$ cat src/rtl/regfile_write_arbiter_pkg.sv
// Shared MIPS writeback types: default widths, the zero register and the queued-write entry.
// Types only; no timing or backpressure of its own.
package mips_pkg;
  localparam int DEF_DATA_W = 32;
  localparam int DEF_ADDR_W = 5;
  localparam logic [DEF_ADDR_W-1:0] REG_ZERO = '0;

  typedef struct packed {
    logic                  kill;
    logic [DEF_ADDR_W-1:0] rd;
    logic [DEF_DATA_W-1:0] data;
  } wb_entry_t;
endpackage

$ cat src/rtl/regfile_write_arbiter_if.sv
// Writeback-source, decode-hazard and register-file signals of the write arbiter.
// master drives the ALU/memory streams and read addresses; slave is the arbiter.
interface regfile_write_arbiter_if
  import mips_pkg::*;
#(
  parameter int DEPTH  = 4,
  parameter int DATA_W = DEF_DATA_W,
  parameter int ADDR_W = DEF_ADDR_W
);
  logic                     alu_valid;
  logic [ADDR_W-1:0]        alu_rd;
  logic [DATA_W-1:0]        alu_data;
  logic                     mem_valid;
  logic                     mem_ready;
  logic [ADDR_W-1:0]        mem_rd;
  logic [DATA_W-1:0]        mem_data;
  logic [ADDR_W-1:0]        rs;
  logic [ADDR_W-1:0]        rt;
  logic                     rs_busy;
  logic                     rt_busy;
  logic                     alu_stall;
  logic                     RegWrite;
  logic [ADDR_W-1:0]        WriteRd;
  logic [DATA_W-1:0]        WriteData;
  logic [$clog2(DEPTH):0]   queue_count;
  logic                     err_drop;

  modport master (
    output alu_valid, alu_rd, alu_data, mem_valid, mem_rd, mem_data, rs, rt,
    input  mem_ready, rs_busy, rt_busy, alu_stall, RegWrite, WriteRd, WriteData,
           queue_count, err_drop
  );

  modport slave (
    input  alu_valid, alu_rd, alu_data, mem_valid, mem_rd, mem_data, rs, rt,
    output mem_ready, rs_busy, rt_busy, alu_stall, RegWrite, WriteRd, WriteData,
           queue_count, err_drop
  );
endinterface

$ cat src/rtl/regfile_write_arbiter_fifo.sv
// wb_fifo: circular buffer of pending writes with parallel rd compare for kill and busy lookup.
// Push visible at head one cycle later; caller must not push when full nor pop when empty.
module wb_fifo
  import mips_pkg::*;
#(
  parameter int DEPTH = 4
) (
  input  logic                  clk,
  input  logic                  reset,
  input  logic                  push,
  input  wb_entry_t             pushEntry,
  input  logic                  pop,
  output wb_entry_t             head,
  output logic [$clog2(DEPTH):0] count,
  input  logic                  killEn,
  input  logic [DEF_ADDR_W-1:0] killRd,
  input  logic [DEF_ADDR_W-1:0] rsAddr,
  input  logic [DEF_ADDR_W-1:0] rtAddr,
  output logic                  rsMatch,
  output logic                  rtMatch
);
  localparam int PTR_W = $clog2(DEPTH);

  wb_entry_t          mem [DEPTH];
  logic [DEPTH-1:0]   occ;
  logic [PTR_W-1:0]   wrPtr;
  logic [PTR_W-1:0]   rdPtr;

  assign head = mem[rdPtr];

  always_ff @(posedge clk) begin
    if (reset) begin
      wrPtr <= '0;
      rdPtr <= '0;
      count <= '0;
      occ   <= '0;
    end else begin
      if (push) begin
        occ[wrPtr] <= 1'b1;
        wrPtr      <= wrPtr + 1'b1;
      end
      if (pop) begin
        occ[rdPtr] <= 1'b0;
        rdPtr      <= rdPtr + 1'b1;
      end
      if (push && !pop) begin
        count <= count + 1'b1;
      end else if (pop && !push) begin
        count <= count - 1'b1;
      end
    end
  end

  // Payload needs no reset: occ alone decides which slots are meaningful.
  always_ff @(posedge clk) begin
    if (killEn) begin
      for (int i = 0; i < DEPTH; i++) begin
        if (occ[i] && mem[i].rd == killRd) begin
          mem[i].kill <= 1'b1;
        end
      end
    end
    if (push) begin
      mem[wrPtr] <= pushEntry;
    end
  end

  always_comb begin
    rsMatch = 1'b0;
    rtMatch = 1'b0;
    for (int i = 0; i < DEPTH; i++) begin
      if (occ[i] && !mem[i].kill && mem[i].rd == rsAddr) rsMatch = 1'b1;
      if (occ[i] && !mem[i].kill && mem[i].rd == rtAddr) rtMatch = 1'b1;
    end
  end
endmodule

$ cat src/rtl/regfile_write_arbiter.sv
// Merges the ALU and queued memory writeback streams onto the single register-file write port.
// One-cycle registered write; memory stream backpressured by FIFO fullness, ALU only by alu_stall.
module regfile_write_arbiter
  import mips_pkg::*;
#(
  parameter int DEPTH        = 4,
  parameter int DATA_W       = DEF_DATA_W,
  parameter int ADDR_W       = DEF_ADDR_W,
  parameter int STARVE_LIMIT = 8
) (
  input logic                    clk,
  input logic                    reset,
  regfile_write_arbiter_if.slave bus
);
  localparam int CNT_W    = $clog2(DEPTH) + 1;
  localparam int STARVE_W = $clog2(STARVE_LIMIT + 1);
  localparam logic [CNT_W-1:0]    FULL_COUNT = CNT_W'(DEPTH);
  localparam logic [STARVE_W-1:0] STARVE_MAX = STARVE_W'(STARVE_LIMIT);

  wb_entry_t            pushEntry;
  wb_entry_t            head;
  logic [CNT_W-1:0]     queueCount;
  logic                 fifoEmpty;
  logic                 memReady;
  logic                 aluWins;
  logic                 push;
  logic                 pop;
  logic                 rsMatch;
  logic                 rtMatch;
  logic [STARVE_W-1:0]  starveCnt;
  logic [STARVE_W-1:0]  starveNext;
  logic                 aluStallQ;
  logic                 errDropQ;
  logic                 regWriteQ;
  logic [ADDR_W-1:0]    writeRdQ;
  logic [DATA_W-1:0]    writeDataQ;

  assign fifoEmpty = (queueCount == '0);
  assign memReady  = (queueCount < FULL_COUNT);
  assign aluWins   = bus.alu_valid && !aluStallQ && (bus.alu_rd != REG_ZERO);
  assign pop       = !fifoEmpty && !aluWins;
  // Writes to $zero are accepted from the producer but never queued.
  assign push      = bus.mem_valid && memReady && (bus.mem_rd != REG_ZERO);

  always_comb begin
    pushEntry      = '0;
    pushEntry.kill = 1'b0;
    pushEntry.rd   = bus.mem_rd;
    pushEntry.data = bus.mem_data;
  end

  wb_fifo #(
    .DEPTH (DEPTH)
  ) u_fifo (
    .clk       (clk),
    .reset     (reset),
    .push      (push),
    .pushEntry (pushEntry),
    .pop       (pop),
    .head      (head),
    .count     (queueCount),
    .killEn    (aluWins),
    .killRd    (bus.alu_rd),
    .rsAddr    (bus.rs),
    .rtAddr    (bus.rt),
    .rsMatch   (rsMatch),
    .rtMatch   (rtMatch)
  );

  // While the FIFO is waiting, only a winning ALU write can leave it non-empty without a pop.
  assign starveNext = (fifoEmpty || pop) ? '0 : starveCnt + 1'b1;

  always_ff @(posedge clk) begin
    if (reset) begin
      regWriteQ  <= 1'b0;
      writeRdQ   <= '0;
      writeDataQ <= '0;
      starveCnt  <= '0;
      aluStallQ  <= 1'b0;
      errDropQ   <= 1'b0;
    end else begin
      if (bus.alu_valid && aluStallQ) begin
        errDropQ <= 1'b1;
      end
      if (aluWins) begin
        regWriteQ  <= 1'b1;
        writeRdQ   <= bus.alu_rd;
        writeDataQ <= bus.alu_data;
      end else if (pop) begin
        regWriteQ <= !head.kill;
        if (!head.kill) begin
          writeRdQ   <= head.rd;
          writeDataQ <= head.data;
        end
      end else begin
        regWriteQ <= 1'b0;
      end
      starveCnt <= starveNext;
      aluStallQ <= (starveNext == STARVE_MAX);
    end
  end

  assign bus.mem_ready   = memReady;
  assign bus.rs_busy     = (bus.rs != REG_ZERO) && rsMatch;
  assign bus.rt_busy     = (bus.rt != REG_ZERO) && rtMatch;
  assign bus.alu_stall   = aluStallQ;
  assign bus.RegWrite    = regWriteQ;
  assign bus.WriteRd     = writeRdQ;
  assign bus.WriteData   = writeDataQ;
  assign bus.queue_count = queueCount;
  assign bus.err_drop    = errDropQ;
endmodule

$ cat src/flat_wrapper.sv
// flat-port wrapper written by rule: the top's interface ports become plain ports
module regfile_write_arbiter_flat import mips_pkg::*;
#(
  parameter int DEPTH        = 4,
  parameter int DATA_W       = DEF_DATA_W,
  parameter int ADDR_W       = DEF_ADDR_W,
  parameter int STARVE_LIMIT = 8
)
  (clk, reset, bus_alu_valid, bus_alu_rd, bus_alu_data, bus_mem_valid, bus_mem_rd, bus_mem_data, bus_rs, bus_rt, bus_mem_ready, bus_rs_busy, bus_rt_busy, bus_alu_stall, bus_RegWrite, bus_WriteRd, bus_WriteData, bus_queue_count, bus_err_drop);
  regfile_write_arbiter_if #(.DEPTH(DEPTH), .DATA_W(DATA_W), .ADDR_W(ADDR_W)) bus_i ();
  input logic clk;
  input logic reset;
  input wire logic [$bits(bus_i.alu_valid)-1:0] bus_alu_valid;
  input wire logic [$bits(bus_i.alu_rd)-1:0] bus_alu_rd;
  input wire logic [$bits(bus_i.alu_data)-1:0] bus_alu_data;
  input wire logic [$bits(bus_i.mem_valid)-1:0] bus_mem_valid;
  input wire logic [$bits(bus_i.mem_rd)-1:0] bus_mem_rd;
  input wire logic [$bits(bus_i.mem_data)-1:0] bus_mem_data;
  input wire logic [$bits(bus_i.rs)-1:0] bus_rs;
  input wire logic [$bits(bus_i.rt)-1:0] bus_rt;
  output wire logic [$bits(bus_i.mem_ready)-1:0] bus_mem_ready;
  output wire logic [$bits(bus_i.rs_busy)-1:0] bus_rs_busy;
  output wire logic [$bits(bus_i.rt_busy)-1:0] bus_rt_busy;
  output wire logic [$bits(bus_i.alu_stall)-1:0] bus_alu_stall;
  output wire logic [$bits(bus_i.RegWrite)-1:0] bus_RegWrite;
  output wire logic [$bits(bus_i.WriteRd)-1:0] bus_WriteRd;
  output wire logic [$bits(bus_i.WriteData)-1:0] bus_WriteData;
  output wire logic [$bits(bus_i.queue_count)-1:0] bus_queue_count;
  output wire logic [$bits(bus_i.err_drop)-1:0] bus_err_drop;
  assign bus_i.alu_valid = bus_alu_valid;
  assign bus_i.alu_rd = bus_alu_rd;
  assign bus_i.alu_data = bus_alu_data;
  assign bus_i.mem_valid = bus_mem_valid;
  assign bus_i.mem_rd = bus_mem_rd;
  assign bus_i.mem_data = bus_mem_data;
  assign bus_i.rs = bus_rs;
  assign bus_i.rt = bus_rt;
  assign bus_mem_ready = bus_i.mem_ready;
  assign bus_rs_busy = bus_i.rs_busy;
  assign bus_rt_busy = bus_i.rt_busy;
  assign bus_alu_stall = bus_i.alu_stall;
  assign bus_RegWrite = bus_i.RegWrite;
  assign bus_WriteRd = bus_i.WriteRd;
  assign bus_WriteData = bus_i.WriteData;
  assign bus_queue_count = bus_i.queue_count;
  assign bus_err_drop = bus_i.err_drop;
  regfile_write_arbiter #(.DEPTH(DEPTH), .DATA_W(DATA_W), .ADDR_W(ADDR_W), .STARVE_LIMIT(STARVE_LIMIT)) u_core (.clk(clk), .reset(reset), .bus(bus_i));
endmodule
$ cat config.mk
export PLATFORM = sky130hd
export DESIGN_NAME = regfile_write_arbiter_flat
export DESIGN_NICKNAME = d
export VERILOG_FILES = /design/src/rtl/regfile_write_arbiter_pkg.sv /design/src/rtl/regfile_write_arbiter_if.sv /design/src/rtl/regfile_write_arbiter_fifo.sv /design/src/rtl/regfile_write_arbiter.sv /design/src/flat_wrapper.sv
export SDC_FILE = /design/constraint.sdc
export NUM_CORES = 1
export LEC_CHECK = 0
export BUFFER_PORTS_ARGS = -buffer_cell sky130_fd_sc_hd__buf_2
export CORE_ASPECT_RATIO = 1.5
export CORE_MARGIN = 8
export CORE_UTILIZATION = 43
export CTS_BUF_LIST = sky130_fd_sc_hd__clkbuf_16
export DETAILED_ROUTE_END_ITERATION = 10
export PLACE_DENSITY = 0.72
export SYNTH_ARGS = -nofsm -noshare
export SYNTH_HDL_FRONTEND = slang
export SYNTH_SLANG_ARGS = --single-unit
$ cat constraint.sdc
create_clock -name clk -period 8.3 [get_ports clk]
set_input_delay 2.075 -clock clk [delete_from_list [all_inputs] [get_ports clk]]
set_output_delay 2.075 -clock clk [all_outputs]
set_load 0.02 [all_outputs]
; ---- Word-level counts from Yosys, hierarchy flattened
; Memory sizes are Yosys's and may differ from the RTL's. A register that Yosys moved wholly into a read port is not among the register bits.
; Index checks and enable logic that the tools add are counted.
[totals]
ff_bits = 55
latch_bits = 0
ramBits = 152
rom_bits = 0
in_bits = 88
out_inout_bits = 46
elab_cells = 127
n_memories = 1
[memory_table]
columns = memory, depth, word_bits, rd, rd_ports_with_merged_regs, wr, line
row1 = u_core.u_fifo.mem, 4, 38, 5, 1, 5, regfile_write_arbiter_fifo.sv:24  ; wb_entry_t mem [DEPTH];
[classes]
add_sub_neg = 5
mul = 0
div = 0
n_lt_le_gt_ge = 5
eq_ne = 14
shift = 0
n_mux = 42
n_bitwise = 3
reduce_logical = 47
[op_table]
columns = operator, count
row1 = $mux W32, 3
row2 = $eq A5 B5 Y1, 12
row3 = $logic_and A1 B1 Y1, 28
row4 = $mux W1, 26
row5 = $reduce_bool A5 Y1, 4
row6 = $mux W4, 4
row7 = $mux W5, 3
row8 = $logic_not A1 Y1, 10
row9 = $lt A2 B3 Y1 const B, 2
row10 = $mux W3, 2
row11 = $add A2 B1 Y2 const B, 2
row12 = $add A4 B1 Y4 const B, 1
row13 = $and A4 B4 Y4, 1
row14 = $demux W1 S2, 2
row15 = $eq A4 B4 Y1 const B, 1
row16 = $ge A2 B1 Y1 const B, 2
row17 = $mux W2, 2
row18 = $not A4 Y4, 1
row19 = $or A4 B4 Y4, 1
row20 = $reduce_bool A2 Y1, 2
row21 = $add A3 B1 Y3 const B, 1
row22 = $logic_not A3 Y1, 1
row23 = $lt A3 B3 Y1 const B, 1
row24 = $sub A3 B1 Y3 const B, 1
row25 = other kinds (3), 3

; ---- Depth between registers and ports, before layout
[depth]
ltp_word = 9
ltp_mapped = 11
ltp_nobuf = 10

; ---- Cells and area by module
; From an unflattened synthesis, not the netlist that was laid out.
[unflattened]
hier_cells = 599
hier_area_um2 = 9024.9
[modules_own_cells]
columns = module, instances, cells_per_inst, area_each_um2, seq_area_each_um2
row1 = wb_fifo, 1, 359, 6829.0, 4784.6
row2 = regfile_write_arbiter, 1, 240, 2195.9, 880.8

; ---- Worst setup path before layout
; Ideal clock, no wire load.
[synth_timing]
kind = input to output
startpoint = input bus_rs[2]
endpoint = output bus_rs_busy
arrival_time_ps = 3134
t_required_ps = 6225
path_slack_ps = 3091
path_stages = 6
path_buffers = 1
path_cell_list = clkbuf_1 > xnor2_1 > nand4_1 > nor3_1 > nor4_1 > a21oi_1
[synth_between]
elab_chain_cells = 7
word_cells_on_any_way = 14
classes_between = eq/ne: 4 / mux: 4 / reduce/logical: 6
[synth_lines]
columns = element, line
row1 = from (decl), flat_wrapper.sv:19  ; input wire logic [$bits(bus_i.rs)-1:0] bus_rs;
row2 = $eq A5 B5 Y1, regfile_write_arbiter_fifo.sv:72  ; if (occ[i] && !mem[i].kill && mem[i].rd == rsAddr) rsMatch = 1'b1;
row3 = $logic_and A1 B1 Y1, regfile_write_arbiter_fifo.sv:72
row4 = $mux W1 (4 in a row), regfile_write_arbiter_fifo.sv:72
row5 = $logic_and A1 B1 Y1 *, regfile_write_arbiter.sv:104  ; assign bus.rs_busy = (bus.rs != REG_ZERO) && rsMatch;
row6 = to (decl), flat_wrapper.sv:22  ; output wire logic [$bits(bus_i.rs_busy)-1:0] bus_rs_busy;
; Every way passes the cells marked *; elsewhere a longest branch is shown, timed or not.

; ---- Worst setup path after layout
[layout_timing]
startpoint = input bus_rs[4]
endpoint = output bus_rs_busy
; Same word-level chain as after synthesis.

==> results by group <==
Yosys
  – Mapped cell area: 8668 sq um
  – Synth cell count leaders: edfxtp_1, dfxtp_1, xnor2_1
  – Most frequent cell after synthesis: edfxtp_1
  – Syn avg cell area: 16.05 sq um
  – Area leader, netlist: edfxtp_1
  – Flops & latches, synth: 209
  – EDFF count, synth: 148
  – Seq/Total Area, Yosys: 0.6536
  – Cell variety after synth: 37
  – Yosys Warn Count: 0
  – Cells after Synth: 540
  – Post-synthesis net count: 639
  – Leading post-synthesis cells by cell area: edfxtp_1, dfxtp_1, mux4_2
  – Post-synth ARST share: 0
  – Main flop type after synthesis: edfxtp_1
  – Yosys top cell area share: 0.5127

Clocking
  – H-tree Lvls: 1
  – Skew-Pair Late Insertion Delay: 0.50 ns
  – CTS Hold Buffers Added: 0
  – CTS Buf Count: 20
  – CTS tree: yes
  – Clock transition at path regs: 0.07 ns
  – Max clock buf depth: 3
  – Clock sink count: 209
  – Post-cts sizing count: 0
  – Root Driver: clkbuf_16
  – Post-CTS setup buffers: 0

Floorplan
  – Ports: 134
  – Rows: 63
  – Die area: 25,050 sq um
  – Die H: 189.9 microns
  – Initial Util: 0.4381
  – Die width: 131.9 microns
  – Core area: 19,790 sq um

Timing
  – Setup TNS: 0 ns
  – Final Worst Setup Slack: 3.073 ns
  – Final Critical Period: 5.227 ns
  – Final hold violation count: 0
  – Setup Skew: 0.02174 ns
  – Slew margin rel.: 0.2430
  – Final setup violation count: 0
  – Worst Max-Slew Pin Slew: 1.135 ns
  – Final period utilization: 0.6297
  – Fmax: 191.3 MHz
  – RSZ-0062 raised after global routing: false
  – Max Slew Vio Count: 0

Setup path
  – CP dominant cell by count: buf_2
  – Crit-path max FO: 5
  – Required @ worst endpoint: 6.23 ns
  – Crit end category: primary output
  – Worst path cell trace: buf_2, xnor2_1, nand4_1, nor3_1, nor4_1, a21oi_1, buf_2
  – Max incr delay on CP: 0.21 ns
  – WS Path Type: in -> out
  – Slowest CP cell: xnor2_1
  – R2r setup slk: 5.29 ns
  – CP bufs+invs: 2
  – CP arrival: 3.15 ns
  – Startpoint types: primary input
  – Top delay family on crit path: simple AND/OR/NAND/NOR gates

Placement
  – Placed cell count: 899
  – Post-Place Worst Slack: 3.099 ns
  – Port bufs: 133
  – Post-DP HPWL: 13.09 mm
  – Gp weighted congestion: 0.8526

Finish
  – Final #Nets: 761
  – Non-Filler Instances: 936
  – Util after Layout: 0.5156
  – Multi-input gate area: 2823 sq um
  – Fillers: 1,644
  – Share of cells above drive strength 1: 0.3639
  – Ant diodes: 0
  – Register area: 5668 sq um
  – P&R area growth vs syn: 17.68%

Drt
  – DRC viols: 0
  – DRT iter0 DRCs: 240
  – DR vias: 5,077
  – DRT Wirelength: 19.66 mm
  – Router iterations before antenna repair: 4
  – Routed WL per cell: 21.00 microns
  – Via/cell ratio: 5.424
  – Antenna-violating nets left: 0

Global route
  – Vias in the first global route: 5,640
  – Initial antenna violation count: 0
  – Largest net degree at the start of global routing: 40
  – GRT overflow: 0
  – All-layer global routing usage: 0.1546
  – Global-route wire length before repair: 30.66 mm

Job
  – MaxCap Viol Count: 0

Status
  – Status: completed

Power
  – Pwr dens: 293.5 nW/um^2
  – Leak: 0.003657 uW
  – Total power: 2994 uW
  – Peak supply drop: 0.1763 mV

Min path
  – Hold WC Path Type: reg -> reg
## cell type report
type | instances | share of cell area
multi-input combinational | 288 | 0.2767
timing repair buffer | 136 | 0.06783
clock buffer | 20 | 0.04906
inverter | 7 | 0.002576
sequential | 209 | 0.5556
clock inverter | 16 | 0.01631
tap | 260 | 0.03189
## placed cells by master (no fill, tap or decap), types with 5 or more instances in the layout
cell,Yosys,routed
edfxtp_1,148,148
buf_2,5,133
dfxtp_1,61,59
xnor2_1,39,39
mux4_2,38,38
a221o_1,32,32
nor2b_2,30,30
nor2_1,30,29
xor2_1,27,27
clkbuf_16,0,20
nor3_1,18,17
ha_1,10,10
inv_1,7,9
nand4_1,8,8
a21oi_1,7,7
a211oi_1,7,7
nor4_1,6,6
mux2i_1,5,5
## worst paths after layout
| check | from | end | depth (start not counted) |
|---|---|---|---|
| worst min register to register | u_core.starveCnt[0]$_SDFF_PP0_ | u_core.starveCnt[0]$_SDFF_PP0_ | 1 |
| worst min-delay path | u_core.starveCnt[0]$_SDFF_PP0_ | u_core.starveCnt[0]$_SDFF_PP0_ | 1 |
| worst max-delay path | bus_rs[4] | bus_rs_busy | 7 |
| worst max register to register | u_core.u_fifo.count[0]$_SDFFE_PP0P_ | u_core.u_fifo.count[2]$_SDFFE_PP0P_ | 9 |
## through the flow
stage / cell area, sq um / hold slack (ns)
floorplan: 8668 / 0.4266
global placement: 9523 / 0.4355
detailed placement: 9523 / 0.4536
CTS: 10190 / 0.4704
global route: 10200 / 0.5012
finish: 10200 / 0.4667
## kinds of logic after synthesis
family | count (synthesis) | synth area share
flops | 209 | 0.6536
buf+inv | 43 | 0.02281
compound gates | 55 | 0.05571
xor+xnor | 66 | 0.06669
mux | 43 | 0.1045
fa+ha+maj | 11 | 0.01674
simple gates | 113 | 0.07997
## flip-flops by register name, indices dropped and copies added (netlist names), named ones only
register	flops
u_core.u_fifo.wrPtr	2
u_core.u_fifo.mem	152
u_core.u_fifo.count	3
u_core.u_fifo.occ	4
u_core.bus.alu_stall	1
u_core.bus.WriteData	32
u_core.bus.WriteRd	5
u_core.starveCnt	4
u_core.bus.err_drop	1
u_core.u_fifo.rdPtr	2
u_core.bus.RegWrite	1
## where the power goes
part	switching (uW)	internal (uW)	total, uW	leakage, uW
logic	373	337	711	0.00147
registers	90.1	1270	1360	0.00186
clock network	384	537	920	0.000333
## per-layer routing
layer  track usage  part of all wire  vias to the layer above
li1              -                 -                     2317
met1        0.1670              0.37                     2557
met2        0.2908              0.55                      157
met3       0.02904             0.055                       46
met4       0.06075             0.027                        0
met5             0                 0                        -
## worst register-to-register path: stages, from the launching register on
cell and delay, ns:
dfxtp_1 0.36, nor3_1 0.82, nor2_1 0.32, inv_1 0.17
ha_1 0.20, inv_1 0.06, fa_1 0.37, xor2_1 0.17
or3_1 0.32, a21oi_1 0.15
(Power assumes the default switching activity.)
